--- config.mk ---
export PLATFORM = sky130hd
export DESIGN_NAME = biriscv_csr_wb_pipe
export DESIGN_NICKNAME = d
export VERILOG_FILES = /design/src/rtl/biriscv_csr_wb_pipe.sv
export SDC_FILE = /design/constraint.sdc
export NUM_CORES = 1
export LEC_CHECK = 0
export BUFFER_PORTS_ARGS = -buffer_cell sky130_fd_sc_hd__buf_2
export CORE_MARGIN = 2
export CORE_UTILIZATION = 48
export CTS_BUF_LIST = sky130_fd_sc_hd__clkbuf_4
export CTS_CLUSTER_SIZE = 30
export DETAILED_ROUTE_END_ITERATION = 8
export MAX_ROUTING_LAYER = met4
export PLACE_DENSITY = 0.77
export RECOVER_POWER = 25
export SYNTH_ARGS = -nofsm -noshare
export SYNTH_HDL_FRONTEND = slang
export SYNTH_SLANG_ARGS = --single-unit
--- constraint.sdc ---
create_clock -name clk -period 3.5 [get_ports clk]
set_input_delay 0.175 -clock clk [delete_from_list [all_inputs] [get_ports clk]]
set_output_delay 0.175 -clock clk [all_outputs]
set_load 0.02 [all_outputs]
--- src/rtl/biriscv_csr_wb_pipe.sv ---
// CSR-unit writeback pipeline: carries registered E1 CSR results through E2 and WB,
// merges late LSU faults, and produces the CSR/register-file write strobes and exception report.
module biriscv_csr_wb_pipe (
    input  logic        clk,
    input  logic        rst_n,

    input  logic        e1_valid_i,
    input  logic [31:0] e1_pc_i,
    input  logic [31:0] e1_opcode_i,
    input  logic [4:0]  e1_rd_idx_i,
    input  logic        e1_csr_write_i,
    input  logic [31:0] e1_csr_wdata_i,
    input  logic [31:0] e1_value_i,
    input  logic [5:0]  e1_exception_i,

    input  logic [5:0]  e2_lsu_exception_i,
    input  logic [31:0] e2_lsu_badaddr_i,
    input  logic        stall_i,
    input  logic        squash_i,

    output logic        wb_csr_write_o,
    output logic [11:0] wb_csr_waddr_o,
    output logic [31:0] wb_csr_wdata_o,
    output logic [5:0]  wb_exception_o,
    output logic [31:0] wb_exception_pc_o,
    output logic [31:0] wb_exception_addr_o,

    output logic        wb_rd_valid_o,
    output logic [4:0]  wb_rd_idx_o,
    output logic [31:0] wb_rd_value_o,
    output logic        wb_retire_o,
    output logic        exception_pending_o
);

    logic        e2_valid_q,      e2_valid_d;
    logic [31:0] e2_pc_q,         e2_pc_d;
    logic [31:0] e2_opcode_q,     e2_opcode_d;
    logic [4:0]  e2_rd_idx_q,     e2_rd_idx_d;
    logic        e2_csr_write_q,  e2_csr_write_d;
    logic [31:0] e2_csr_wdata_q,  e2_csr_wdata_d;
    logic [31:0] e2_value_q,      e2_value_d;
    logic [5:0]  e2_exception_q,  e2_exception_d;

    logic        wb_valid_q,      wb_valid_d;
    logic        wb_csr_write_q,  wb_csr_write_d;
    logic [11:0] wb_csr_waddr_q,  wb_csr_waddr_d;
    logic [31:0] wb_csr_wdata_q,  wb_csr_wdata_d;
    logic [5:0]  wb_exception_q,  wb_exception_d;
    logic [31:0] wb_exc_pc_q,     wb_exc_pc_d;
    logic [31:0] wb_exc_addr_q,   wb_exc_addr_d;
    logic        wb_rd_valid_q,   wb_rd_valid_d;
    logic [4:0]  wb_rd_idx_q,     wb_rd_idx_d;
    logic [31:0] wb_rd_value_q,   wb_rd_value_d;
    logic        wb_retire_q,     wb_retire_d;

    logic        e2_advance;
    logic        lsu_fault;
    logic [5:0]  merged_exc;
    logic        wb_exc_live;

    // LSU fault is only considered for a valid E2 entry that is moving into WB
    // and has no earlier exception of its own.
    assign e2_advance  = e2_valid_q && !stall_i;
    assign lsu_fault   = e2_advance && (e2_exception_q == 6'd0) && (e2_lsu_exception_i != 6'd0);
    assign merged_exc  = (e2_exception_q != 6'd0) ? e2_exception_q :
                         (lsu_fault ? e2_lsu_exception_i : 6'd0);
    assign wb_exc_live = wb_valid_q && (wb_exception_q != 6'd0);

    // E2 next state: squash or a faulting WB flushes E2, stall holds it,
    // and a faulting E2 leaving for WB drops whatever E1 offers behind it.
    always_comb begin
        e2_valid_d     = e2_valid_q;
        e2_pc_d        = e2_pc_q;
        e2_opcode_d    = e2_opcode_q;
        e2_rd_idx_d    = e2_rd_idx_q;
        e2_csr_write_d = e2_csr_write_q;
        e2_csr_wdata_d = e2_csr_wdata_q;
        e2_value_d     = e2_value_q;
        e2_exception_d = e2_exception_q;
        if (squash_i || wb_exc_live) begin
            e2_valid_d = 1'b0;
        end else if (stall_i) begin
            e2_valid_d = e2_valid_q;
        end else if (e2_valid_q && (merged_exc != 6'd0)) begin
            e2_valid_d = 1'b0;
        end else begin
            e2_valid_d     = e1_valid_i;
            e2_pc_d        = e1_pc_i;
            e2_opcode_d    = e1_opcode_i;
            e2_rd_idx_d    = e1_rd_idx_i;
            e2_csr_write_d = e1_csr_write_i;
            e2_csr_wdata_d = e1_csr_wdata_i;
            e2_value_d     = e1_value_i;
            e2_exception_d = e1_exception_i;
        end
    end

    // WB next state: a bubble clears every field so outputs read zero between instructions.
    always_comb begin
        wb_valid_d     = 1'b0;
        wb_csr_write_d = 1'b0;
        wb_csr_waddr_d = 12'd0;
        wb_csr_wdata_d = 32'd0;
        wb_exception_d = 6'd0;
        wb_exc_pc_d    = 32'd0;
        wb_exc_addr_d  = 32'd0;
        wb_rd_valid_d  = 1'b0;
        wb_rd_idx_d    = 5'd0;
        wb_rd_value_d  = 32'd0;
        wb_retire_d    = 1'b0;
        if (e2_advance) begin
            wb_valid_d     = 1'b1;
            wb_csr_write_d = e2_csr_write_q && !lsu_fault;
            wb_csr_waddr_d = e2_opcode_q[31:20];
            wb_csr_wdata_d = e2_csr_wdata_q;
            wb_exception_d = merged_exc;
            wb_exc_pc_d    = (merged_exc != 6'd0) ? e2_pc_q : 32'd0;
            wb_exc_addr_d  = (e2_exception_q != 6'd0) ? e2_value_q :
                             (lsu_fault ? e2_lsu_badaddr_i : 32'd0);
            wb_rd_valid_d  = e2_csr_write_q && (e2_rd_idx_q != 5'd0) && !lsu_fault;
            wb_rd_idx_d    = e2_rd_idx_q;
            wb_rd_value_d  = e2_value_q;
            wb_retire_d    = (merged_exc == 6'd0);
        end
    end

    always_ff @(posedge clk or negedge rst_n) begin
        if (!rst_n) begin
            e2_valid_q     <= 1'b0;
            e2_pc_q        <= 32'd0;
            e2_opcode_q    <= 32'd0;
            e2_rd_idx_q    <= 5'd0;
            e2_csr_write_q <= 1'b0;
            e2_csr_wdata_q <= 32'd0;
            e2_value_q     <= 32'd0;
            e2_exception_q <= 6'd0;
            wb_valid_q     <= 1'b0;
            wb_csr_write_q <= 1'b0;
            wb_csr_waddr_q <= 12'd0;
            wb_csr_wdata_q <= 32'd0;
            wb_exception_q <= 6'd0;
            wb_exc_pc_q    <= 32'd0;
            wb_exc_addr_q  <= 32'd0;
            wb_rd_valid_q  <= 1'b0;
            wb_rd_idx_q    <= 5'd0;
            wb_rd_value_q  <= 32'd0;
            wb_retire_q    <= 1'b0;
        end else begin
            e2_valid_q     <= e2_valid_d;
            e2_pc_q        <= e2_pc_d;
            e2_opcode_q    <= e2_opcode_d;
            e2_rd_idx_q    <= e2_rd_idx_d;
            e2_csr_write_q <= e2_csr_write_d;
            e2_csr_wdata_q <= e2_csr_wdata_d;
            e2_value_q     <= e2_value_d;
            e2_exception_q <= e2_exception_d;
            wb_valid_q     <= wb_valid_d;
            wb_csr_write_q <= wb_csr_write_d;
            wb_csr_waddr_q <= wb_csr_waddr_d;
            wb_csr_wdata_q <= wb_csr_wdata_d;
            wb_exception_q <= wb_exception_d;
            wb_exc_pc_q    <= wb_exc_pc_d;
            wb_exc_addr_q  <= wb_exc_addr_d;
            wb_rd_valid_q  <= wb_rd_valid_d;
            wb_rd_idx_q    <= wb_rd_idx_d;
            wb_rd_value_q  <= wb_rd_value_d;
            wb_retire_q    <= wb_retire_d;
        end
    end

    assign wb_csr_write_o      = wb_csr_write_q;
    assign wb_csr_waddr_o      = wb_csr_waddr_q;
    assign wb_csr_wdata_o      = wb_csr_wdata_q;
    assign wb_exception_o      = wb_exception_q;
    assign wb_exception_pc_o   = wb_exc_pc_q;
    assign wb_exception_addr_o = wb_exc_addr_q;
    assign wb_rd_valid_o       = wb_rd_valid_q;
    assign wb_rd_idx_o         = wb_rd_idx_q;
    assign wb_rd_value_o       = wb_rd_value_q;
    assign wb_retire_o         = wb_retire_q;

    // Gated by rst_n so an E1 fault presented during reset does not leak out.
    assign exception_pending_o = rst_n &&
                                 ((e2_valid_q && (e2_exception_q != 6'd0)) ||
                                  wb_exc_live ||
                                  (e1_valid_i && (e1_exception_i != 6'd0)));

endmodule

* After elaboration in Yosys (flattened, before gate mapping)
Cells that the tools add are included.
** Word-level totals
- Register bits after elaboration :: 296
- Output and inout bits :: 155
- Word-level logic and storage cells :: 67
** Operators by class
- Equality and inequality tests :: 1
- Mux-type cells :: 19
- Bitwise gates (word level) :: 3
- Reduce and logical (&&, ||, !) cells :: 25
** Operator list (number)
- two-way mux 32 bit :: 7
- nonzero test 6 bit :: 5
- two-way mux 6 bit :: 3
- zero test 6 bit :: 2
- two-way mux 12 bit :: 1
- logical AND 1 bit :: 11
- two-way mux 1 bit :: 7
- two-way mux 5 bit :: 1
- nonzero test 5 bit :: 1
- logical OR 1 bit :: 3
- NOT 1 bit :: 3
- AND reduction 3 bit :: 1
- zero test 1 bit :: 2
- != test 2 x 1 -> 1 bit (second input constant) :: 1

* Logic depth before layout (Yosys ltp)
- Word-level depth :: 11
- Mapped depth :: 6
- Mapped depth without buffers :: 4

* Least setup slack after synthesis
No wires, ideal clock.
- Kind :: reg2reg
- From :: register wb_exception_q[1], in the netlist wb_exception_o[1]
- To :: register e2_csr_wdata_q[0]
- Library setup time :: 127 ps
- Data arrival time :: 2179 ps
- Data required time :: 3373 ps
- Setup slack :: 1193 ps
- Cell stages (with the launch flop) :: 7
- Buffers on the path :: 2
- Clock period less this slack :: 2307 ps
- Cells stage by stage :: dfrtp_1 > or4_1 > o31a_1 > nor4_4 > buf_4 > buf_6 > mux2_1
** On the way
- Word-level cells in the longest chain between the ends :: 5
** Ends and longest elaborated chain
- start: declaration :: line 48 : logic [5:0] wb_exception_q, wb_exception_d;
- start signal: assignment :: line 161 : wb_exception_q <= wb_exception_d;
- nonzero test 6 bit :: line 67 : assign wb_exc_live = wb_valid_q && (wb_exception_q != 6'd0);
- logical AND 1 bit :: line 67
- logical OR 1 bit :: line 80 : if (squash_i || wb_exc_live) begin
- NOT 1 bit (no line)
- AND reduction 3 bit (no line)
- end signal: assignment :: line 154 : e2_csr_wdata_q <= e2_csr_wdata_d;
- end: declaration :: line 40 : logic [31:0] e2_csr_wdata_q, e2_csr_wdata_d;
Every way passes these cells.
A chain may end at the register's enable or synchronous reset.

* Worst setup path in the final report
- From :: register e2_exception_q[3]
- To :: output port exception_pending_o
** On the way
- Word-level cells in the longest chain between the ends :: 5
** Ends and longest elaborated chain
- start: declaration :: line 42 : logic [5:0] e2_exception_q, e2_exception_d;
- start signal: assignment :: line 156 : e2_exception_q <= e2_exception_d;
- nonzero test 6 bit :: line 184 : ((e2_valid_q && (e2_exception_q != 6'd0)) ||
- logical AND 1 bit :: line 184
- logical OR 1 bit :: line 184
- logical OR 1 bit :: line 185 : wb_exc_live ||
- logical AND 1 bit :: line 183 : assign exception_pending_o = rst_n &&
- end: declaration :: line 32 : output logic exception_pending_o
Every way passes these cells.

==> out/results.ini <==
[sta]
fin_skew_ns=0.0559
min_period_ns=2.66
hold_violations=0
rsz0062_at_grt=false
setup_viol_count_final=0
hold_slack_ns=0.128
relSlewSlack_pct=49.4
fin_tns_setup_ns=0
fmax_mhz=376
period_share_pct=76.0
drv_slew=0
worst_pin_slew_ns=0.757

[route]
drt_iter0_drc=289
wire_per_inst_um=17.7
drc=0
drtPass1Iterations=4
dr_total_vias=7065
drt-total-wl_um=25600
final_antenna_net_count=0
vias_per_cell=4.89

[critical_path]
cp_data_required_time_ns=3.32
reg2regPathDepth=5
crit_path_max_fanout=10
cp-end-kind=primary output
crit_path_start_kind=flop
ff2ff_setup_slack_ns=0.88
rr_endpoint=e2_pc_q[25]
worstSetupPathType=reg -> out
cp.arrival_ns=2.49
reg2reg_from=wb_exception_o[1]

[pwr]
vdd_drop_max_uv=387
power.leakage_nw=7.29
p_per_area_nw_per_um2=502

[floorplanning]
die-area_um2=21300
core-area_um2=19700
rows=51
io_pins=338
start_util_pct=49.3
fp.dieH_um=146
fp.dieW_um=146

[finish]
finalInstanceArea_um2=14000
nets=1323
drive_gt1_share_pct=38.5
areaGrowthSynthToFinish_pct=44.1

[placed_design]
placed_area_um2=11500
dp_hpwl_um=14800
port_buffers=317
gp_congestion=0.789

[clock_network]
cts_tree=yes
post_cts_resized=0
cts_made_buffers=71
cts_max_path_buffers=3
cts_root_buf=clkbuf_4
post_cts_buffers=0
h-tree-depth=3
cts.sinks=276
hold_buffers=161
clock_latency_ns=0.64
cts.clk_slew.worst_paths_ns=0.08

[global_route]
grt_util_all_layers_pct=25.1
antenna_found_initial=2
grt_pass1_wl_um=40900
grt_start_max_net_pins=101
first_global_vias=7934
grt-ovfl-total=0

[synth]
ys_seq_area_share_pct=71.3
ys_types=26
ys_seq_elements=276
synth_area_um2=9690
synth_nets=797
avgSynthCellArea_um2=15.8
postSynthCellCount=614
yosysWarnings=0

[status]
status=finished clean

[job]
maxCapViolCount=0

[hold_path]
hp-class=in -> async

==> metal layers <==
layer / vias to the layer above / track usage [%] / share of wire [%]
met4: 0 / 9.22 / 2.6
met3: 55 / 7.50 / 7.9
li1: 3161 / - / -
met1: 3521 / 27.7 / 37
met2: 328 / 43.4 / 52
met5: - / - / 0
==> synthesized netlist by cell type, drive strengths merged <==
cell | count | area (µm²)
inv | 2 | 7.51
nor2 | 9 | 33.8
o211a | 1 | 10.0
and3 | 1 | 6.26
nor3 | 2 | 10.0
buf | 13 | 130
or4 | 3 | 22.5
a41oi | 1 | 8.76
o21ai | 1 | 5.00
a2bb2oi | 1 | 8.76
a21oi | 7 | 35.0
o21a | 2 | 15.0
o31a | 1 | 8.76
nand2 | 1 | 3.75
and2 | 115 | 719
mux2 | 120 | 1350
nor4 | 3 | 33.8
o31ai | 1 | 7.51
clkbuf | 20 | 75.1
a22o | 32 | 280
nand2b | 2 | 12.5
dfrtp | 276 | 6910
==> state kept, by name (all words and copies together) (netlist names), 32 cells and up <==
signal               flops
e2_csr_wdata_q          32
e2_pc_q                 32
e2_value_q              32
wb_csr_wdata_o          32
wb_exception_addr_o     32
wb_exception_pc_o       32
wb_rd_value_o           32
==> cells in the final DEF, fill, tap and decap left out, types with 2 or more instances in the layout <==
cell,n
buf_2,316
dfrtp_1,276
dlygate4sd3_1,161
and2_1,115
mux2_1,100
clkbuf_4,100
a22o_1,32
mux2_2,20
nor2_1,8
clkinv_1,7
a21oi_1,6
buf_4,5
inv_2,4
or4_1,3
buf_12,3
diode_2,2
nand2b_1,2
nor4_1,2
o21a_1,2
==> how the worst max path moves through the flow <==
| stage | depth (start not counted) | start | end | slack [ns] |
|---|---|---|---|---|
| global route | 5 | e2_exception_q[3] | exception_pending_o | 0.60 |
| CTS | 5 | e2_exception_q[3] | exception_pending_o | 0.89 |
| floorplan | 6 | wb_exception_o[1] | e2_csr_wdata_q[0] | 1.19 |
| global placement | 5 | wb_exception_o[1] | e2_opcode_q[31] | 1.04 |
| detailed placement | 5 | wb_exception_o[1] | e2_csr_wdata_q[31] | 1.00 |
| finish | 5 | e2_exception_q[3] | exception_pending_o | 0.84 |
==> where the power goes <==
group	leakage [nW]	internal, mW	switching [mW]
clock	0.498	1.37	1.19
sequential	3.57	3.49	0.157
combinational	3.23	0.425	0.370
total	7.29	5.29	1.72
==> through the flow <==
stage / instances / util (%) / power, mW / setup WS (ns)
2_1_floorplan: 614 / - / 4.02 / 1.19
5_1_grt: 1445 / 71.1 / 7.39 / 0.598
3_5_place_dp: 1171 / 58.7 / 4.34 / 1.00
4_1_cts: 1443 / 71.0 / 7.05 / 0.888
3_3_place_gp: 1171 / 58.7 / 4.30 / 1.04
6_report: 1445 / 71.1 / 7.01 / 0.839
==> worst max-delay path, cell delays in order, from the launching register on <==
cell and delay [ns]:
dfrtp_1 0.40, nor4_1 0.46, and2_1 0.46, o21ai_0 0.17, o21a_1 0.21, buf_2 0.17
==> layout make-up <==
cell class / instances / area, µm²
Sequential cell: 276 / 6910
Antenna cell: 2 / 5.00
Tap cell: 265 / 332
Multi-Input combinational cell: 303 / 2590
Clock buffer: 100 / 751
Timing Repair Buffer: 486 / 3310
Inverter: 2 / 7.51
Clock inverter: 11 / 67.6
Fill cell: 1244 / 5690
==> logic make-up (layout without fill, tap and decap cells) <==
logic type             count (synthesis)  after routing  share of synthesized area (%)
buffers and inverters                 35            599                           2.19
muxes                                120            120                           13.9
other                                  0              2                              0
DFF                                  276            276                           71.3
AOI/OAI and AO/OA                     47             47                           3.91
and+or+nand+nor                      136            136                           8.69
No activity file was read; power rests on OpenSTA's default activity.
